$ cat src/rtl/instruction_loader.sv
// instruction_loader
// Feeds the IF-stage instruction memory from a byte stream (typically the
// UART debug unit). Bytes are packed MSB-first into instruction words. Each
// word is presented with a one-cycle write strobe. Loading stops on the HALT
// word or when the memory is full.

module instruction_loader #(
    parameter int                                 WORD_SIZE_IN_BYTES = 4,
    parameter int                                 MEM_SIZE_IN_WORDS  = 10,
    parameter logic [WORD_SIZE_IN_BYTES*8-1:0]    HALT_INSTRUCTION   = 32'hFFFFFFFF
) (
    input  logic                                        i_clk,
    input  logic                                        i_reset,
    input  logic                                        i_start,
    input  logic                                        i_byte_valid,
    input  logic [7:0]                                  i_byte,
    output logic                                        o_byte_ready,
    output logic [WORD_SIZE_IN_BYTES*8-1:0]             o_instruction,
    output logic                                        o_instruction_write,
    output logic [$clog2(MEM_SIZE_IN_WORDS+1)-1:0]      o_word_count,
    output logic                                        o_busy,
    output logic                                        o_done,
    output logic                                        o_overflow
);

    localparam int WORD_W  = WORD_SIZE_IN_BYTES * 8;
    localparam int COUNT_W = $clog2(MEM_SIZE_IN_WORDS + 1);
    localparam int IDX_W   = (WORD_SIZE_IN_BYTES > 1) ? $clog2(WORD_SIZE_IN_BYTES) : 1;

    localparam logic [IDX_W-1:0]   LAST_INDEX = IDX_W'(WORD_SIZE_IN_BYTES - 1);
    localparam logic [COUNT_W-1:0] MEM_WORDS  = COUNT_W'(MEM_SIZE_IN_WORDS);

    typedef enum logic [2:0] {
        IDLE,
        ASSEMBLE,
        WRITE,
        DONE,
        ERROR
    } state_t;

    state_t             state;
    logic [IDX_W-1:0]   byte_index;
    logic [WORD_W-1:0]  shift_word;
    logic [WORD_W-1:0]  next_word;
    logic [COUNT_W-1:0] next_count;

    // Word as it stands once the byte currently on i_byte is shifted in, and
    // the count after the word in WRITE has been committed.
    always_comb begin
        next_word  = {shift_word[WORD_W-9:0], i_byte};
        next_count = o_word_count + COUNT_W'(1);
    end

    // Load sequencer: all outputs are registered and follow the state, so the
    // handshake and strobe never depend combinationally on the inputs.
    always_ff @(posedge i_clk or negedge i_reset) begin
        if (!i_reset) begin
            state               <= IDLE;
            byte_index          <= '0;
            shift_word          <= '0;
            o_instruction       <= '0;
            o_instruction_write <= 1'b0;
            o_word_count        <= '0;
            o_byte_ready        <= 1'b0;
            o_busy              <= 1'b0;
            o_done              <= 1'b0;
            o_overflow          <= 1'b0;
        end else begin
            o_instruction_write <= 1'b0;
            case (state)
                IDLE, DONE, ERROR: begin
                    if (i_start) begin
                        state        <= ASSEMBLE;
                        byte_index   <= '0;
                        shift_word   <= '0;
                        o_word_count <= '0;
                        o_done       <= 1'b0;
                        o_overflow   <= 1'b0;
                        o_byte_ready <= 1'b1;
                        o_busy       <= 1'b1;
                    end
                end
                ASSEMBLE: begin
                    if (i_byte_valid && o_byte_ready) begin
                        shift_word <= next_word;
                        if (byte_index == LAST_INDEX) begin
                            state               <= WRITE;
                            byte_index          <= '0;
                            o_instruction       <= next_word;
                            o_instruction_write <= 1'b1;
                            o_byte_ready        <= 1'b0;
                        end else begin
                            byte_index <= byte_index + IDX_W'(1);
                        end
                    end
                end
                WRITE: begin
                    o_word_count <= next_count;
                    if (o_instruction == HALT_INSTRUCTION) begin
                        state  <= DONE;
                        o_done <= 1'b1;
                        o_busy <= 1'b0;
                    end else if (next_count == MEM_WORDS) begin
                        state      <= ERROR;
                        o_overflow <= 1'b1;
                        o_busy     <= 1'b0;
                    end else begin
                        state        <= ASSEMBLE;
                        o_byte_ready <= 1'b1;
                    end
                end
                default: begin
                    state        <= IDLE;
                    o_byte_ready <= 1'b0;
                    o_busy       <= 1'b0;
                end
            endcase
        end
    end

endmodule

$ cat config.mk
export PLATFORM = sky130hd
export DESIGN_NAME = instruction_loader
export DESIGN_NICKNAME = d
export VERILOG_FILES = /design/src/rtl/instruction_loader.sv
export SDC_FILE = /design/constraint.sdc
export NUM_CORES = 1
export LEC_CHECK = 0
export CAP_MARGIN = 40
export CORE_MARGIN = 1
export CORE_UTILIZATION = 47
export DETAILED_ROUTE_END_ITERATION = 8
export PLACE_DENSITY_LB_ADDON = 0.1
export SKIP_CTS_REPAIR_TIMING = 1
export SLEW_MARGIN = 15
export SYNTH_ARGS = -nofsm -noshare
export SYNTH_HDL_FRONTEND = slang
export SYNTH_SLANG_ARGS = --single-unit
$ cat constraint.sdc
create_clock -name i_clk -period 1.5 [get_ports i_clk]
set_input_delay 0.3 -clock i_clk [delete_from_list [all_inputs] [get_ports i_clk]]
set_output_delay 0.3 -clock i_clk [all_outputs]
set_load 0.01 [all_outputs]
# Word level (Yosys, flattened, before mapping)
# Index checks and enable logic that the tools add are counted.
[op_classes] n_addsub=2 eq_ne=15 n_mux=33 bitwise=1 reduce_logical=13
[ops] cell="2-to-1 mux 24 bit" n=2
[ops] cell="one-hot mux 24 bit (2 select lines)" n=1
[ops] cell="equality test 32 bit, second input constant" n=1
[ops] cell="2-to-1 mux 3 bit" n=5
[ops] cell="AND reduction 3 bit" n=5
[ops] cell="2-to-1 mux 1 bit" n=14
[ops] cell="inequality test 2 bit, second input constant" n=7
[ops] cell="one-hot mux 3 bit (3 select lines)" n=1
[ops] cell="one-hot mux 4 bit (2 select lines)" n=1
[ops] cell="equality test 3 x 2 -> 1 bit, second input constant" n=2
[ops] cell="2-to-1 mux 2 bit" n=3
[ops] cell="one-hot mux 1 bit (3 select lines)" n=2
[ops] cell="AND reduction 5 bit" n=1
[ops] cell="adder 4 x 1 -> 4 bit, second input constant" n=1
[ops] cell="equality test 4 bit, second input constant" n=1
[ops] cell="2-to-1 mux 4 bit" n=1
[ops] cell="one-hot mux 1 bit (2 select lines)" n=2
[ops] cell="one-hot mux 2 bit (2 select lines)" n=1
[ops] cell="AND reduction 4 bit" n=1
[ops] cell="nonzero test 2 bit" n=2
[ops] cell="equality test 3 x 1 -> 1 bit, second input constant" n=1
[ops] cell="equality test 3 bit, second input constant" n=1
[ops] cell="logical NOT 3 bit" n=1
[ops] cell="inequality test 3 bit, second input constant" n=1
[ops] cell="other kinds (6)" n=6
[totals] ff_bits=70 in_bits=12 output_inout_bits=41 elab_cells=74

# Logic depth before layout (Yosys ltp)
# Gate-level depths: netlist of the first run.
[logic_depth] ltp_word=5 ltp_mapped=8 mapped_depth_nobuf=7

# Worst setup path after synthesis of the first run
# OpenSTA, ideal clock, no wires.
[synth_timing] path_kind="register to register" from="register state[1]" to="register o_instruction[0]" setup_time_ns=0.128 arrival_ns=1.514 required_time_ns=1.372 path_slack_ns=-0.141 path_stages_with_launch=6 path_buffers=2 synth_period_minus_slack_ns=1.641 path_cell_list="dfrtp_1 buf_2 nand2b_1 nor3_4 buf_4 mux2_1"
[synth_between] elab_chain_len=2
[synth_rtl] item="start, declared" line_no="41" source="state_t state;"
[synth_rtl] item="start signal, assigned" line_no="58" source="state <= IDLE;"
[synth_rtl] item="start signal, assigned" line_no="73" source="state <= ASSEMBLE;"
[synth_rtl] item="start signal, assigned" line_no="87" source="state <= WRITE;"
[synth_rtl] item="equality test 3 x 1 -> 1 bit" line_no="70" source="case (state)"
[synth_rtl] item="AND reduction 3 bit (no source line)"
[synth_rtl] item="end signal, assigned" line_no="89" source="o_instruction <= next_word;"
[synth_rtl] item="end, declared" line_no="18" source="output logic [WORD_SIZE_IN_BYTES*8-1:0] o_instruction,"
# Every way passes these cells.
# A chain may end at the register's enable or synchronous reset.

# Worst setup path after layout of the first run
[layout_timing] from="register byte_index[0]" to="register o_instruction[18]"
[layout_between] elab_chain_len=2
[layout_rtl] item="start, declared" line_no="42" source="logic [IDX_W-1:0] byte_index;"
[layout_rtl] item="start signal, assigned" line_no="93" source="byte_index <= byte_index + IDX_W'(1);"
[layout_rtl] item="equality test 2 bit" line_no="86" source="if (byte_index == LAST_INDEX) begin"
[layout_rtl] item="AND reduction 3 bit (no source line)"
# Every way passes these cells.

==> results.yml, run 1 <==
power_and_ir_drop:
  vdd_ir_drop_max_uv: 1160
  powerDensity_nw_per_um2: 1970
  fin_total_pwr_mw: 9.60
  leakage_nw: 2.81
floorplan:
  pin_count: 53
  start_util_pct: 49.6
  die-area_um2: 6690
  coreArea_um2: 6030
  dieWidth_um: 81.8
  dieHeight_um: 81.8
  placementRows: 28
clock_network:
  clk_latency_ns: 0.35
  clockRootBuffer: "clkbuf_8"
  cts_sinks: 70
  h-tree-depth: 3
  numCtsBuffers: 9
  clk_path_buf_depth: 2
  cts_tree: "yes"
  cts.clk_slew.worst_paths_ns: 0.09
timing:
  whs_ns: 0.414
  rsz0062_at_grt: "yes"
  skew_ns: 0.0117
  setup_slack_ns: -0.126
  fmax_ghz: 0.615
  hold_viol: 0
  post-route-period-util_pct: 108
  fin_crit_ns: 1.63
  slew_violations: 0
  slew_headroom_pct: 70.9
  tightestPinTransition_ns: 0.437
  setup_violations: 41
worst_hold_path:
  hp-class: "input port to asynchronous set/reset pin"
route:
  drc_errors: 0
  wl_per_cell_um: 17.5
  ant_nets: 0
  drt_iter0_drc: 117
  routed_wl_mm: 8.02
  dr.pass1.iters: 4
  drt-vias-per-instance: 5.39
  vias: 2462
critical_path:
  worstPathRequired_ns: 1.73
  r2r_end: "o_instruction[18]"
  reg2regPathDepth: 6
  rrSetupSlack_ns: -0.13
  worst_setup_path_start_kind: "flip-flop"
  endpoint_kind: "flip-flop"
  critPathKind: "flip-flop to flip-flop"
  path_max_fanout: 7
  critPathArrivalTime_ns: 1.85
  r2r-start: "byte_index[0]"
cells_and_area:
  multiInputGateArea_um2: 1510
  final_cell_mix: "65 x dfrtp_1, 41 x dlymetal6s2s_1, 40 x buf_4, 36 x nand2_1, 29 x mux2_4"
  nets: 392
  diodes: 0
  register_area_um2: 1760
  post_route_cells_drive_above_1_share_pct: 45.0
  final_common_cell: "dfrtp_1"
  area_growth_pct: 63.2
  postLayoutCoreUtil_pct: 81.0
  fill_cells: 324
grt:
  overflow: 0
  first_global_vias: 2125
  grt_pass1_wl_mm: 10.2
  grt_max_degree: 35
  antenna_found_initial: 0
  grtUsageTotal_pct: 20.6
run:
  drv_cap: 0
status:
  failed_checks: "negative setup slack"
  outcome: "complete, but fails checks"
logic_synthesis:
  synth-seq-cells: 70
  syn_nets: 280
  syn_area_per_cell_um2: 11.3
  synthCells: 265
  synth_area_um2: 2990
  ys_warn_count: 0
  ys_seq_area_share_pct: 58.6
  synth_cell_type_count: 36
placement:
  dp_hpwl_mm: 4.33
  place.gp.congestion: 0.763
  io_buffer_count: 52
where the power goes:
group | internal, mW | leakage (nW) | total [mW] | switching, mW
Sequential | 2.52 | 0.908 | 3.09 | 0.573
Combinational | 2.80 | 1.81 | 4.98 | 2.18
Clock | 0.770 | 0.0879 | 1.54 | 0.770
Total | 6.08 | 2.81 | 9.60 | 3.52
cell families after synthesis:
kind of cell / share of synthesized area [%]
XOR/XNOR: 0.586
flip-flops: 58.6
adder cells (fa/ha/maj): 1.59
AND/OR/NAND/NOR: 14.9
AO/OA/AOI/OAI: 8.62
multiplexers: 12.4
buffers and inverters: 3.35
routing by layer:
layer / vias up / part of all wire [%] / GRT usage [%]
met2: 68 / 48 / 29.3
met4: 0 / 1.7 / 7.02
met5: - / 0 / 0
met1: 1231 / 46 / 30.2
li1: 1151 / - / -
met3: 12 / 4.2 / 5.33
stage by stage:
step	setup WS [ns]	cell area (µm²)	std cells	TNS, ns
floorplan	-0.0898	3020	265	-3.22
global placement	-0.315	3920	422	-11.51
detailed placement	-0.343	3920	422	-12.55
CTS	-0.216	4120	438	-8.49
global route	-0.196	4880	457	-6.28
finish	-0.126	4880	457	-2.56
cell usage after synthesis:
library cell | n | share of area [%]
o21ai_0 | 6 | 1.0
maj3_1 | 1 | 0.33
and2_1 | 2 | 0.42
o21ai_1 | 26 | 4.4
mux2i_1 | 1 | 0.33
nor2_1 | 8 | 1.0
nor3_1 | 3 | 0.50
ha_1 | 3 | 1.3
buf_4 | 4 | 1.0
and3b_1 | 1 | 0.29
o21a_1 | 1 | 0.25
nor3b_4 | 1 | 0.63
nor3_4 | 1 | 0.54
inv_1 | 4 | 0.50
a22o_1 | 1 | 0.29
buf_2 | 5 | 0.84
nand3_2 | 1 | 0.33
nand2b_1 | 2 | 0.42
a41o_1 | 1 | 0.33
dfrtp_1 | 70 | 59
xnor2_1 | 2 | 0.59
nand4_1 | 8 | 1.7
a21oi_1 | 4 | 0.67
nand2_1 | 58 | 7.3
and2_4 | 1 | 0.29
clkbuf_1 | 2 | 0.25
or2_1 | 1 | 0.21
nand3_1 | 5 | 0.84
mux2_1 | 32 | 12
o31ai_1 | 1 | 0.25
nor4_1 | 1 | 0.21
o221ai_1 | 1 | 0.29
o21ai_2 | 1 | 0.29
nand3b_1 | 1 | 0.25
a41oi_1 | 3 | 0.88
buf_6 | 2 | 0.75
final cells by class:
class / instances / share of cell area, %
Timing Repair Buffer: 114 / 26.8
Clock inverter: 7 / 1.51
Inverter: 4 / 0.308
Clock buffer: 9 / 2.54
Sequential cell: 70 / 36.0
Multi-Input combinational cell: 178 / 30.9
Tap cell: 75 / 1.92
state kept, by name, summed over array words and instances (netlist names):
register	cells
byte_index	2
o_busy	1
o_byte_ready	1
o_done	1
o_instruction	32
o_instruction_write	1
o_overflow	1
o_word_count	4
shift_word	24
state	3
critical path: stages (launching register included):
cell and delay, ns:
dfrtp_1 0.37, ha_2 0.23, nand3_4 0.10, nor3_4 0.16, buf_6 0.16, buf_12 0.13
mux2_1 0.35
how the worst max path moves through the flow:
stage,cells after the start,from,endpoint,slack (ns)
after floorplan,5,state[1],o_instruction[0],-0.09
after global placement,5,i_byte_valid,o_instruction[28],-0.32
after detailed placement,5,i_byte_valid,o_instruction[31],-0.34
after CTS,2,o_word_count[1],o_word_count[1],-0.22
after global routing,6,byte_index[0],o_instruction[18],-0.20
final,6,byte_index[0],o_instruction[18],-0.13
No activity file was read; power rests on OpenSTA's default activity.
==> run 2, diff against run 1 <==
CORE_UTILIZATION = 49   (was 47)
CTS_BUF_LIST = sky130_fd_sc_hd__clkbuf_4 sky130_fd_sc_hd__clkbuf_8   (was default)
CTS_CLUSTER_SIZE = 30   (was default)
==> results.yml, run 2 (same netlist as run 1, synthesis figures left out) <==
floorplan:
  start_util_pct: 50.5
  dieHeight_um: 80.1
  pin_count: 53
  dieWidth_um: 80.1
  placementRows: 28
  coreArea_um2: 5920
  die-area_um2: 6420
clock_network:
  cts.clk_slew.worst_paths_ns: 0.07
  cts_tree: "yes"
  clk_path_buf_depth: 2
  h-tree-depth: 3
  clockRootBuffer: "clkbuf_8"
  cts_sinks: 70
  clk_latency_ns: 0.35
  numCtsBuffers: 9
cells_and_area:
  post_route_cells_drive_above_1_share_pct: 43.5
  final_common_cell: "dfrtp_1"
  nets: 403
  final_cell_mix: "65 x dfrtp_1, 54 x buf_4, 49 x nand2_1, 41 x dlymetal6s2s_1, 32 x mux2_4"
  final_area_um2: 4920
  top_register: "o_instruction"
  area_growth_pct: 64.6
  final_cells: 468
  largest_reg_flops: 32
  diodes: 0
  reg.largest.list: "o_instruction (32), shift_word (24), o_word_count (4)"
timing:
  slew_headroom_pct: 75.1
  hold_viol: 0
  skew_ns: 0.00610
  slew_violations: 0
  post-route-period-util_pct: 109
  whs_ns: 0.394
  fin_crit_ns: 1.64
  setup_violations: 59
  tightestPinTransition_ns: 0.374
  rsz0062_at_grt: "yes"
  fmax_ghz: 0.610
  setup_slack_ns: -0.140
power_and_ir_drop:
  powerDensity_nw_per_um2: 1950
  leakage_nw: 2.85
  vdd_ir_drop_max_uv: 1210
worst_hold_path:
  hp-class: "input port to asynchronous set/reset pin"
route:
  drt-vias-per-instance: 5.33
  wl_per_cell_um: 17.7
  drt_iter0_drc: 134
  dr.pass1.iters: 4
  drc_errors: 0
  ant_nets: 0
  routed_wl_mm: 8.29
  vias: 2496
placement:
  placed_area_um2: 3970
  placedCellCount: 429
  dp_hpwl_mm: 4.50
  place.gp.congestion: 0.777
  io_buffer_count: 52
grt:
  grt_pass1_wl_mm: 10.7
  first_global_vias: 2295
  antenna_found_initial: 0
  grt_max_degree: 34
  overflow: 0
  grtUsageTotal_pct: 22.5
critical_path:
  worstPathRequired_ns: 1.73
  reg2regPathDepth: 6
  r2r-start: "state[1]"
  critPathKind: "flip-flop to flip-flop"
  cp_cell_sequence: "buf_6 > and3b_1 > o21ai_2 > and2_4 > clkbuf_16 > o21ai_1"
  slowest_delay_ns: 0.41
  r2r_end: "shift_word[1]"
  endpoint_kind: "flip-flop"
  rrSetupSlack_ns: -0.14
  critPathArrivalTime_ns: 1.87
  worst_setup_path_start_kind: "flip-flop"
  setup.worst_path.start: "state[1]"
  path_max_fanout: 9
  endpoint: "shift_word[1]"
  critPathSlowestCell: "dfrtp_1"
run:
  drv_cap: 0
status:
  failed_checks: "negative setup slack"
  outcome: "complete, but fails checks"
[run 2: changes by cell type in the layout (fill, tap and decap cells not counted), moves of 3 or more]
cell        delta
nand2_4        -5
buf_4         +14
mux2_4         +3
mux2_1         -3
nand2_1       +13
clkinvlp_4     -4
clkinv_2       +3
nand2_2        -8
[run 2: power breakdown]
group / total (mW) / internal (mW) / switching, mW
Clock: 1.63 / 0.926 / 0.708
Sequential: 3.03 / 2.52 / 0.513
Combinational: 4.92 / 2.77 / 2.14
Total: 9.58 / 6.22 / 3.36
[run 2: final cells by class]
type | instances | area (µm²)
flip-flops and latches | 70 | 1760
multi-input cells | 178 | 1460
repair buffers | 125 | 1380
fillers | 327 | 1000
clock buffers | 9 | 124
well taps | 75 | 93.8
clock inverters | 7 | 88.8
inverters | 4 | 15.0
[run 2: worst min path at each step]
stage	depth (start not counted)	startpoint	endpoint
floorplan	0	i_reset	byte_index[0]
global placement	1	i_reset	byte_index[0]
detailed placement	1	i_reset	byte_index[0]
CTS	1	i_reset	o_busy
global route	2	i_reset	o_word_count[1]
finish	2	i_reset	o_busy
[run 2: routing by layer]
layer	GRT usage (%)	part of all wire, %	up-vias
met5	0	0	-
met4	4.82	1.3	0
met3	7.50	3.9	12
met2	37.7	52	62
met1	28.2	43	1256
li1	-	-	1166
[run 2: critical path: cells and delay by family (launching register included)]
kind / cells / cell delay (ns)
AND/OR/NAND/NOR: 2 / 0.49
AO/OA/AOI/OAI: 2 / 0.28
flip-flops: 1 / 0.41
buffers and inverters: 2 / 0.34
[run 2: through the flow]
step / setup WS (ns) / power [mW] / TNS, ns / utilization [%]
2_1_floorplan: -0.0898 / 4.70 / -3.22 / -
3_3_place_gp: -0.301 / 6.51 / -11.69 / 67.1
3_5_place_dp: -0.350 / 6.60 / -13.05 / 67.1
4_1_cts: -0.212 / 8.24 / -8.45 / 70.7
5_1_grt: -0.199 / 10.1 / -7.61 / 83.1
6_report: -0.140 / 9.58 / -4.73 / 83.1
==> run 3, diff against run 2 <==
CORE_UTILIZATION = 42   (was 49)
GPL_ROUTABILITY_DRIVEN = 0   (was default)
==> results.yml, run 3 (same netlist as run 1, synthesis figures left out) <==
timing:
  hold_viol: 0
  post-route-period-util_pct: 105
  setup_slack_ns: -0.0791
  slew_violations: 0
  fin_crit_ns: 1.58
  skew_ns: 0.00825
  rsz0062_at_grt: "yes"
  tightestPinTransition_ns: 0.429
  slew_headroom_pct: 71.4
  fmax_ghz: 0.633
  setup_violations: 51
floorplan:
  coreArea_um2: 6830
  placementRows: 30
  die-area_um2: 7460
  start_util_pct: 43.8
  pin_count: 53
  dieWidth_um: 86.4
  dieHeight_um: 86.4
status:
  failed_checks: "negative setup slack"
  outcome: "complete, but fails checks"
route:
  drc_errors: 0
  drt-vias-per-instance: 5.00
  ant_nets: 0
  drt_iter0_drc: 120
  dr.pass1.iters: 4
  routed_wl_mm: 7.29
  vias: 2383
  wl_per_cell_um: 15.3
clock_network:
  clockRootBuffer: "clkbuf_8"
  numCtsBuffers: 9
  cts.clk_slew.worst_paths_ns: 0.08
  clk_path_buf_depth: 2
  cts_tree: "yes"
  clk_latency_ns: 0.35
  cts_sinks: 70
  h-tree-depth: 3
placement:
  placed_area_um2: 3930
  dp_hpwl_mm: 4.47
  io_buffer_count: 52
critical_path:
  cp_cell_sequence: "ha_4 > nand3_4 > nor3_4 > buf_12 > mux2_1"
  critPathArrivalTime_ns: 1.81
  worstPathRequired_ns: 1.73
  worst_setup_path_start_kind: "flip-flop"
  reg2regPathDepth: 5
  crit_cells: 5
  critPathSlowestCell: "dfrtp_1"
  timing.critical_path.buf_inv: 1
  r2r_end: "o_instruction[13]"
  rrSetupSlack_ns: -0.08
  path_max_fanout: 24
  critPathTopFamily: "flip-flops"
  slowest_delay_ns: 0.40
  r2r-start: "byte_index[0]"
  critPathKind: "flip-flop to flip-flop"
  endpoint_kind: "flip-flop"
grt:
  grtUsageTotal_pct: 18.9
  grt_max_degree: 37
  first_global_vias: 2205
  overflow: 0
  grt_pass1_wl_mm: 10.7
  antenna_found_initial: 0
cells_and_area:
  final_area_um2: 4770
  post_route_cells_drive_above_1_share_pct: 37.3
  area_growth_pct: 59.6
  final_cell_mix: "65 x dfrtp_1, 46 x buf_4, 41 x dlymetal6s2s_1, 33 x nand2_1, 26 x mux2_1"
  top_register: "o_instruction"
  largest_reg_flops: 32
  final_common_cell: "dfrtp_1"
  diodes: 0
  nets: 391
  reg.largest.list: "o_instruction (32), shift_word (24), o_word_count (4)"
power_and_ir_drop:
  fin_total_pwr_mw: 9.63
  powerDensity_nw_per_um2: 2020
  leakage_nw: 2.78
  vdd_ir_drop_max_uv: 1240
run:
  drv_cap: 0
worst_hold_path:
  hp-class: "input port to asynchronous set/reset pin"
## run 3: cell count changes in the layout (fill, tap and decap cells not counted), moves of 2 or more
cell       previous run  this run
buf_12                7         5
buf_4                54        46
bufinv_16             2         4
clkbuf_16             6         4
clkinv_2              4         0
clkinv_4              1         3
mux2_1                0        26
mux2_4               32         6
nand2_1              49        33
nand2_2               5        19
nand2_4               4         6
## run 3: cell type report
class / count / area (µm²)
clock inverter: 7 / 146
fill: 513 / 2060
clock buffer: 9 / 124
multi-input combinational: 178 / 1380
sequential: 70 / 1760
tap: 96 / 120
timing repair buffer: 113 / 1230
inverter: 4 / 15.0
## run 3: worst max path at each step
stage	slack [ns]	startpoint	end
after floorplan	-0.09	state[1]	o_instruction[0]
after global placement	-0.29	i_byte_valid	o_instruction[4]
after detailed placement	-0.31	i_byte_valid	o_instruction[25]
after CTS	-0.26	o_word_count[0]	o_word_count[0]
after global routing	-0.14	byte_index[0]	o_instruction[13]
final	-0.08	byte_index[0]	o_instruction[13]
## run 3: power by group
| part | total [mW] | switching (mW) | internal (mW) |
|---|---|---|---|
| Sequential | 3.03 | 0.514 | 2.52 |
| Combinational | 4.59 | 2.08 | 2.51 |
| Clock | 2.02 | 0.735 | 1.28 |
| Total | 9.63 | 3.33 | 6.30 |
## run 3: routing by layer
metal	vias to the layer above	GRT usage (%)	part of all wire, %
li1	1147	-	-
met1	1170	27.6	48
met2	54	27.1	47
met3	12	3.14	3.1
met4	0	10.0	2.0
met5	-	0	0
## run 3: worst reg2reg max path: stages (launching register included)
cell,delay [ns]
dfrtp_1,0.40
ha_4,0.17
nand3_4,0.07
nor3_4,0.24
buf_12,0.23
mux2_1,0.36
## run 3: per-stage QoR
step	setup WS (ns)	std cells	util, %	TNS (ns)	hold WS (ns)
2_1_floorplan	-0.0898	265	-	-3.22	0.00441
6_report	-0.0791	477	69.9	-2.33	0.419
4_1_cts	-0.262	459	61.5	-6.72	-0.124
5_1_grt	-0.143	477	69.9	-6.26	0.447
3_5_place_dp	-0.305	443	57.6	-10.99	0.259
3_3_place_gp	-0.291	443	57.6	-10.76	0.258
